`src/rtl/ycbcr_pkg.sv`:
```
// Shared definitions for the YCbCr skin locator.
// Holds the output-mode encodings and channel positions inside packed pixel buses.
package ycbcr_pkg;

    typedef enum logic [1:0] {
        MODE_BINARY  = 2'd0,
        MODE_RGB     = 2'd1,
        MODE_GRAY    = 2'd2,
        MODE_OVERLAY = 2'd3
    } mode_e;

    // Channel index within a packed Y/Cb/Cr bus (index 0 = LSB channel)
    localparam int Y_CH  = 2;
    localparam int CB_CH = 1;
    localparam int CR_CH = 0;

endpackage

```
`src/rtl/ycbcr_bbox_acc.sv`:
```
// Column/row counters plus per-frame bounding-box and match-count accumulation.
// Ports: clk_i/reset_i, vs_rise_i/de_i/match_i in; pix_x_o/pix_y_o (current
// pixel coordinate), latched box_*_o, box_found_o and frame_done_o out.
module ycbcr_bbox_acc
#(
    parameter int X_BITS     = 12,
    parameter int Y_BITS     = 12,
    parameter int CNT_BITS   = 22,
    parameter int MIN_PIXELS = 64
)
(
    input  logic                clk_i,
    input  logic                reset_i,
    input  logic                vs_rise_i,
    input  logic                de_i,
    input  logic                match_i,
    output logic [X_BITS-1:0]   pix_x_o,
    output logic [Y_BITS-1:0]   pix_y_o,
    output logic [X_BITS-1:0]   box_x_min_o,
    output logic [X_BITS-1:0]   box_x_max_o,
    output logic [Y_BITS-1:0]   box_y_min_o,
    output logic [Y_BITS-1:0]   box_y_max_o,
    output logic [CNT_BITS-1:0] box_count_o,
    output logic                box_found_o,
    output logic                frame_done_o
);

    logic                de_prev_q, de_fall;
    logic [X_BITS-1:0]   x_q, x_d, x_base;
    logic [Y_BITS-1:0]   y_q, y_d, y_base;
    logic [X_BITS-1:0]   xmin_q, xmin_d, xmin_b, xmax_q, xmax_d, xmax_b;
    logic [Y_BITS-1:0]   ymin_q, ymin_d, ymin_b, ymax_q, ymax_d, ymax_b;
    logic [CNT_BITS-1:0] cnt_q, cnt_d, cnt_b;
    logic                fv_q, found_d;

    // A pixel coinciding with vs_rise is the first pixel of the new frame,
    // so everything is computed from the cleared values in that cycle.
    always_comb begin
        de_fall = de_prev_q & ~de_i;
        x_base  = vs_rise_i ? '0 : x_q;
        y_base  = vs_rise_i ? '0 : y_q;
        pix_x_o = x_base;
        pix_y_o = y_base;

        x_d = x_base;
        if (de_i) begin
            if (x_base != '1) x_d = x_base + X_BITS'(1);
        end else if (de_fall) begin
            x_d = '0;
        end

        y_d = y_base;
        if (de_fall && !vs_rise_i && y_q != '1) y_d = y_q + Y_BITS'(1);

        xmin_b = vs_rise_i ? '1 : xmin_q;
        xmax_b = vs_rise_i ? '0 : xmax_q;
        ymin_b = vs_rise_i ? '1 : ymin_q;
        ymax_b = vs_rise_i ? '0 : ymax_q;
        cnt_b  = vs_rise_i ? '0 : cnt_q;

        xmin_d = xmin_b;
        xmax_d = xmax_b;
        ymin_d = ymin_b;
        ymax_d = ymax_b;
        cnt_d  = cnt_b;
        if (de_i && match_i) begin
            if (x_base < xmin_b) xmin_d = x_base;
            if (x_base > xmax_b) xmax_d = x_base;
            if (y_base < ymin_b) ymin_d = y_base;
            if (y_base > ymax_b) ymax_d = y_base;
            if (cnt_b != '1) cnt_d = cnt_b + CNT_BITS'(1);
        end

        // The frame before the first vsync after reset is partial
        found_d = fv_q && (cnt_q >= CNT_BITS'(MIN_PIXELS));
    end

    always_ff @(posedge clk_i) begin
        if (reset_i) begin
            de_prev_q    <= 1'b0;
            x_q          <= '0;
            y_q          <= '0;
            xmin_q       <= '1;
            xmax_q       <= '0;
            ymin_q       <= '1;
            ymax_q       <= '0;
            cnt_q        <= '0;
            fv_q         <= 1'b0;
            box_x_min_o  <= '0;
            box_x_max_o  <= '0;
            box_y_min_o  <= '0;
            box_y_max_o  <= '0;
            box_count_o  <= '0;
            box_found_o  <= 1'b0;
            frame_done_o <= 1'b0;
        end else begin
            de_prev_q    <= de_i;
            x_q          <= x_d;
            y_q          <= y_d;
            xmin_q       <= xmin_d;
            xmax_q       <= xmax_d;
            ymin_q       <= ymin_d;
            ymax_q       <= ymax_d;
            cnt_q        <= cnt_d;
            fv_q         <= fv_q | vs_rise_i;
            frame_done_o <= vs_rise_i;
            if (vs_rise_i) begin
                box_x_min_o <= found_d ? xmin_q : '0;
                box_x_max_o <= found_d ? xmax_q : '0;
                box_y_min_o <= found_d ? ymin_q : '0;
                box_y_max_o <= found_d ? ymax_q : '0;
                box_count_o <= cnt_q;
                box_found_o <= found_d;
            end
        end
    end

endmodule

```
`src/rtl/ycbcr_skin_locator.sv`:
```
// YCbCr skin-colour locator with frame-latched thresholds and a selectable output.
// Ports: pixelclk/reset, cfg_* thresholds and mode, i_* pixel and timing in;
// o_* pixel and timing (2-cycle latency), latched box_*, box_found, frame_done out.
module ycbcr_skin_locator
    import ycbcr_pkg::*;
#(
    parameter int                      CH_WIDTH    = 8,
    parameter int                      X_BITS      = 12,
    parameter int                      Y_BITS      = 12,
    parameter int                      CNT_BITS    = 22,
    parameter int                      MIN_PIXELS  = 64,
    parameter logic [3*CH_WIDTH-1:0]   BOX_COLOR   = 24'h00FF00,
    parameter int                      DEF_Y_LOW   = 0,
    parameter int                      DEF_Y_HIGH  = 255,
    parameter int                      DEF_CB_LOW  = 123,
    parameter int                      DEF_CB_HIGH = 165,
    parameter int                      DEF_CR_LOW  = 110,
    parameter int                      DEF_CR_HIGH = 132
)
(
    input  logic                  pixelclk,
    input  logic                  reset,
    input  logic [CH_WIDTH-1:0]   cfg_y_low,
    input  logic [CH_WIDTH-1:0]   cfg_y_high,
    input  logic [CH_WIDTH-1:0]   cfg_cb_low,
    input  logic [CH_WIDTH-1:0]   cfg_cb_high,
    input  logic [CH_WIDTH-1:0]   cfg_cr_low,
    input  logic [CH_WIDTH-1:0]   cfg_cr_high,
    input  logic [1:0]            cfg_mode,
    input  logic [3*CH_WIDTH-1:0] i_rgb,
    input  logic [3*CH_WIDTH-1:0] i_gray,
    input  logic [3*CH_WIDTH-1:0] i_ycbcr,
    input  logic                  i_hsync,
    input  logic                  i_vsync,
    input  logic                  i_de,
    output logic [3*CH_WIDTH-1:0] o_pixel,
    output logic                  o_hsync,
    output logic                  o_vsync,
    output logic                  o_de,
    output logic [X_BITS-1:0]     box_x_min,
    output logic [X_BITS-1:0]     box_x_max,
    output logic [Y_BITS-1:0]     box_y_min,
    output logic [Y_BITS-1:0]     box_y_max,
    output logic [CNT_BITS-1:0]   box_count,
    output logic                  box_found,
    output logic                  frame_done
);

    localparam int PW = 3*CH_WIDTH;
    typedef logic [CH_WIDTH-1:0] ch_t;

    logic  vs_prev_q, vs_rise, match;
    ch_t   ylo_q, yhi_q, cblo_q, cbhi_q, crlo_q, crhi_q;
    ch_t   ylo, yhi, cblo, cbhi, crlo, crhi;
    ch_t   y_v, cb_v, cr_v;
    mode_e mode_q;

    logic              s1_match_q, s1_hs_q, s1_vs_q, s1_de_q;
    logic [PW-1:0]     s1_rgb_q, s1_gray_q, pix_d;
    logic [X_BITS-1:0] s1_x_q, pix_x;
    logic [Y_BITS-1:0] s1_y_q, pix_y;
    logic              in_x, in_y, on_border;

    function automatic logic in_win(ch_t v, ch_t lo, ch_t hi);
        return (v >= lo) && (v <= hi);
    endfunction

    assign vs_rise = i_vsync & ~vs_prev_q;

    // The pixel on the vs_rise cycle belongs to the new frame, so it is
    // classified with the thresholds being sampled in that same cycle.
    assign ylo  = vs_rise ? cfg_y_low   : ylo_q;
    assign yhi  = vs_rise ? cfg_y_high  : yhi_q;
    assign cblo = vs_rise ? cfg_cb_low  : cblo_q;
    assign cbhi = vs_rise ? cfg_cb_high : cbhi_q;
    assign crlo = vs_rise ? cfg_cr_low  : crlo_q;
    assign crhi = vs_rise ? cfg_cr_high : crhi_q;

    assign y_v  = i_ycbcr[Y_CH*CH_WIDTH  +: CH_WIDTH];
    assign cb_v = i_ycbcr[CB_CH*CH_WIDTH +: CH_WIDTH];
    assign cr_v = i_ycbcr[CR_CH*CH_WIDTH +: CH_WIDTH];

    assign match = in_win(y_v, ylo, yhi)
                 & in_win(cb_v, cblo, cbhi)
                 & in_win(cr_v, crlo, crhi);

    ycbcr_bbox_acc #(
        .X_BITS     (X_BITS),
        .Y_BITS     (Y_BITS),
        .CNT_BITS   (CNT_BITS),
        .MIN_PIXELS (MIN_PIXELS)
    ) u_acc (
        .clk_i        (pixelclk),
        .reset_i      (reset),
        .vs_rise_i    (vs_rise),
        .de_i         (i_de),
        .match_i      (match),
        .pix_x_o      (pix_x),
        .pix_y_o      (pix_y),
        .box_x_min_o  (box_x_min),
        .box_x_max_o  (box_x_max),
        .box_y_min_o  (box_y_min),
        .box_y_max_o  (box_y_max),
        .box_count_o  (box_count),
        .box_found_o  (box_found),
        .frame_done_o (frame_done)
    );

    always_comb begin
        in_x = (s1_x_q >= box_x_min) && (s1_x_q <= box_x_max);
        in_y = (s1_y_q >= box_y_min) && (s1_y_q <= box_y_max);
        on_border = box_found &&
            ((((s1_x_q == box_x_min) || (s1_x_q == box_x_max)) && in_y) ||
             (((s1_y_q == box_y_min) || (s1_y_q == box_y_max)) && in_x));
        pix_d = '1;
        unique case (mode_q)
            MODE_BINARY:  if (s1_match_q) pix_d = '0;
            MODE_RGB:     if (s1_match_q) pix_d = s1_rgb_q;
            MODE_GRAY:    if (s1_match_q) pix_d = s1_gray_q;
            MODE_OVERLAY: pix_d = on_border ? BOX_COLOR : s1_rgb_q;
            default:      pix_d = '1;
        endcase
    end

    always_ff @(posedge pixelclk) begin
        if (reset) begin
            vs_prev_q  <= 1'b0;
            ylo_q      <= CH_WIDTH'(DEF_Y_LOW);
            yhi_q      <= CH_WIDTH'(DEF_Y_HIGH);
            cblo_q     <= CH_WIDTH'(DEF_CB_LOW);
            cbhi_q     <= CH_WIDTH'(DEF_CB_HIGH);
            crlo_q     <= CH_WIDTH'(DEF_CR_LOW);
            crhi_q     <= CH_WIDTH'(DEF_CR_HIGH);
            mode_q     <= MODE_BINARY;
            s1_match_q <= 1'b0;
            s1_rgb_q   <= '0;
            s1_gray_q  <= '0;
            s1_x_q     <= '0;
            s1_y_q     <= '0;
            s1_hs_q    <= 1'b0;
            s1_vs_q    <= 1'b0;
            s1_de_q    <= 1'b0;
            o_pixel    <= '0;
            o_hsync    <= 1'b0;
            o_vsync    <= 1'b0;
            o_de       <= 1'b0;
        end else begin
            vs_prev_q <= i_vsync;
            if (vs_rise) begin
                ylo_q  <= cfg_y_low;
                yhi_q  <= cfg_y_high;
                cblo_q <= cfg_cb_low;
                cbhi_q <= cfg_cb_high;
                crlo_q <= cfg_cr_low;
                crhi_q <= cfg_cr_high;
                mode_q <= mode_e'(cfg_mode);
            end
            s1_match_q <= match;
            s1_rgb_q   <= i_rgb;
            s1_gray_q  <= i_gray;
            s1_x_q     <= pix_x;
            s1_y_q     <= pix_y;
            s1_hs_q    <= i_hsync;
            s1_vs_q    <= i_vsync;
            s1_de_q    <= i_de;
            o_pixel    <= pix_d;
            o_hsync    <= s1_hs_q;
            o_vsync    <= s1_vs_q;
            o_de       <= s1_de_q;
        end
    end

endmodule

```
`config.mk`:
```
export PLATFORM = sky130hd
export DESIGN_NAME = ycbcr_skin_locator
export DESIGN_NICKNAME = d
export VERILOG_FILES = /design/src/rtl/ycbcr_pkg.sv /design/src/rtl/ycbcr_bbox_acc.sv /design/src/rtl/ycbcr_skin_locator.sv
export SDC_FILE = /design/constraint.sdc
export NUM_CORES = 1
export LEC_CHECK = 0
export BUFFER_PORTS_ARGS = -buffer_cell sky130_fd_sc_hd__clkbuf_2
export CAP_MARGIN = 10
export CORE_MARGIN = 2
export CORE_UTILIZATION = 58
export CTS_BUF_LIST = sky130_fd_sc_hd__clkbuf_8 sky130_fd_sc_hd__clkbuf_16
export CTS_CLUSTER_SIZE = 8
export DETAILED_ROUTE_END_ITERATION = 8
export PLACE_DENSITY_LB_ADDON = 0.05
export SYNTH_ARGS = -nofsm -noshare
export SYNTH_HDL_FRONTEND = slang
export SYNTH_SLANG_ARGS = --single-unit
```
`constraint.sdc`:
```
create_clock -name pixelclk -period 6 [get_ports pixelclk]
set_clock_uncertainty 0.2 [all_clocks]
set_input_delay 1.2 -clock pixelclk [delete_from_list [all_inputs] [get_ports pixelclk]]
set_output_delay 1.2 -clock pixelclk [all_outputs]
set_load 0.01 [all_outputs]
```
==> impl_metrics.toml <==
[run_status]
status = "finished, final reports clean"

[yosys]
synth_area_leaders = "dfxtp_1, ha_1, a21oi_1"
synth_top_area_share_pct = 41.0
netlist_area_mm2 = 0.0156
dominantRegCellSynth = "dfxtp_1"
synth_nets = 2089
avgSynthCellArea_um2 = 8.61
synth_edf_count = 0
yosysUniqueCellTypes = 63
yosysTopAreaCell = "dfxtp_1"
synth-seq-area-share_pct = 41.0
ys_ff_latch = 320
yosysWarnings = 0
synth_cells = 1817
synthArstFlopShare_pct = 0

[detailed_routing]
vias = 13600
route.detailed.drc = 0
drt_iter0_drc = 1072
vias_per_cell = 5.81
ant_nets = 0
drt-total-wl_um = 39500
wl_per_cell_um = 16.9
first_pass_iters = 5

[setup_path]
cp-end-kind = "register"
r2r-start = "s1_vs_q"
start_kind = "input pin"
r2r-end = "u_acc.ymax_q[8]"
worst-endpoint-arrival_ns = 4.72
crit_type = "in2reg"
worst-path-max-fanout = 34
reg2reg_depth = 11
regToRegSetupSlack_ns = 1.75
required_ns = 6.21

[timing]
worst_pin_slew_ns = 1.05
min_period_ns = 4.52
timing_hold_violations_final = 0
max_freq_ghz = 0.221
slew_headroom_pct = 30.2
setup_tns_ns = 0
setup_violations = 0
grt_setup_unrepaired = "no"
drv_slew = 0
fin_crit_sh_pct = 75.3

[power_and_ir_drop]
p_leak_nw = 8.18
peakVddDrop_mv = 0.234
pwr_density_cell_mw_per_mm2 = 264

[clocking]
post_cts_buffers = 0
hold_buffers = 0
clock_tree.buffer_depth = 3
cts.clk_slew.worst_paths_ns = 0.05
ctsHtreeMaxLevel = 2
ctsResizeCount = 0
cts_tree = "built"
ctsRootBufferMaster = "clkbuf_16"
clock_latency_ns = 0.53
cts_sinks = 320
cts_buffers = 45

[place]
io_buffers = 225
postPlaceCellArea_mm2 = 0.0170
dp.cells = 2291
dp_hpwl_um = 27800
gp_congestion = 0.913

[hold_path]
min-delay-start = "s1_hs_q"
min_path_cells = 1
min_to = "o_hsync"
hold_path.class = "reg2reg"

[floorplan]
start_util_pct = 58.5
die_w_um = 168
core-area_mm2 = 0.0267
rows = 60
ioPinCount = 226
die_area_mm2 = 0.0283
die_h_um = 168

[cells_and_area]
drive_gt1_share_pct = 16.0
final_area_mm2 = 0.0181
fin_cells = 2339
final_nets = 2269
area_delta_synth_final_pct = 15.8
diodes = 0

[global_route]
grt_max_degree = 157
grt_overflow = 0
grt_pass1_wl_um = 63800
grt.total_usage_pct = 27.2
antenna_found_initial = 1
grt_pass1_vias = 12900

[job]
max_cap_violations = 0
sequential cells by signal (all words and copies together), names as in the netlist, 12 cells and up:
signal             flops
u_acc.x_q             12
u_acc.xmin_q          12
u_acc.box_count_o     22
s1_gray_q             24
s1_y_q                12
u_acc.xmax_q          12
u_acc.box_y_min_o     12
u_acc.box_x_max_o     12
u_acc.cnt_q           22
s1_x_q                12
u_acc.box_y_max_o     12
u_acc.box_x_min_o     12
u_acc.ymin_q          12
u_acc.ymax_q          12
u_acc.y_q             12
o_pixel               24
s1_rgb_q              24
stage by stage:
stage / worst slack (ns) / power [mW] / hold slack (ns) / util, %
2_1_floorplan: 1.05 / 2.51 / 0.214 / -
3_3_place_gp: 1.10 / 2.64 / 0.219 / 63.4
3_5_place_dp: 0.909 / 2.65 / 0.230 / 63.4
4_1_cts: 1.47 / 4.82 / 0.245 / 67.8
5_1_grt: 1.23 / 4.97 / 0.264 / 67.8
6_report: 1.48 / 4.79 / 0.239 / 67.8
cell families after synthesis:
family | count (synthesis) | synth area share, %
xor gates and xnor gates | 1 | 0.0560
AOI/OAI and AO/OA | 347 | 13.9
DFF | 320 | 41.0
and+or+nand+nor | 725 | 22.5
muxes | 95 | 6.53
adders and majority gates | 145 | 11.6
buffers and inverters | 184 | 4.52
Yosys cell counts (15+ instances only):
cell type and instances:
a211oi_1 17, a21oi_1 166, a22oi_1 48, and2_1 18
and3_1 49, clkbuf_1 90, dfxtp_1 320, ha_1 145
inv_1 74, mux2i_1 69, nand2_1 219, nand3_1 35
nand4_1 32, nand4b_1 17, nor2_1 200, nor2b_1 65
nor3_1 35, o21ai_0 32, o31ai_1 15, or4_1 20
report_power, final:
part	switching (mW)	leakage, nW	internal (mW)	total (mW)
sequential	0.0204	2.61	2.19	2.21
combinational	0.252	4.99	0.154	0.406
clock	0.860	0.573	1.31	2.18
total	1.13	8.18	3.65	4.79
routing by layer:
metal | part of all wire, % | track usage, % | vias up
met1 | 46 | 36.1 | 6347
met2 | 45 | 44.3 | 428
met5 | 0 | 0 | -
met3 | 6.7 | 5.48 | 79
met4 | 2.7 | 9.15 | 0
li1 | - | - | 6736
worst max-delay path by stage:
stage | start | slack [ns] | end | cells past startpoint
after floorplan | i_vsync | 1.05 | u_acc.xmax_q[10] | 15
after global placement | i_vsync | 1.10 | u_acc.ymax_q[5] | 13
after detailed placement | i_vsync | 0.91 | u_acc.ymax_q[8] | 12
after CTS | i_vsync | 1.47 | u_acc.ymax_q[8] | 12
after global routing | i_vsync | 1.23 | u_acc.ymax_q[4] | 12
final | i_vsync | 1.48 | u_acc.ymax_q[8] | 12
cell type report:
cell class                 count  area (um^2)
fill                        2200         8610
multi-input combinational   1313         8550
sequential                   320         6410
timing repair buffer         243         1290
clock buffer                  45         1130
tap                          341          427
inverter                      74          278
clock inverter                 3         41.3
critical path: stages:
cell and delay (ns):
clkbuf_2 0.11, nand2b_4 0.43, buf_4 0.40, mux2i_1 0.27, ha_1 0.30, o211a_1 0.16
a2111oi_2 0.27, o211ai_1 0.20, nor3_2 0.19, buf_4 0.20, nand3_1 0.46, mux2_1 0.50
layout by cell type, fill, tap and decap left out, types with 6 or more instances in the layout:
cell type,Yosys,final
nand2_1,219,219
mux2_4,10,10
a21o_1,9,9
a22oi_1,48,48
clkbuf_16,0,45
nand3_1,35,35
inv_1,74,73
mux2_2,6,6
dfxtp_1,320,320
and2_1,18,18
o31ai_1,15,15
ha_1,145,145
nor2_1,200,200
nor2b_1,65,64
a211oi_1,17,17
nor3_1,35,35
nand4b_1,17,17
mux2_1,10,10
nand3b_1,6,6
a21oi_1,166,166
o21ai_0,32,32
or4_1,20,20
clkbuf_2,0,224
buf_4,2,16
o211ai_1,11,11
or3_1,7,7
and3_1,49,48
mux2i_1,69,69
nor4_1,7,7
nand4_1,32,32
o211a_1,10,10
No activity file was read; power rests on OpenSTA's default activity.
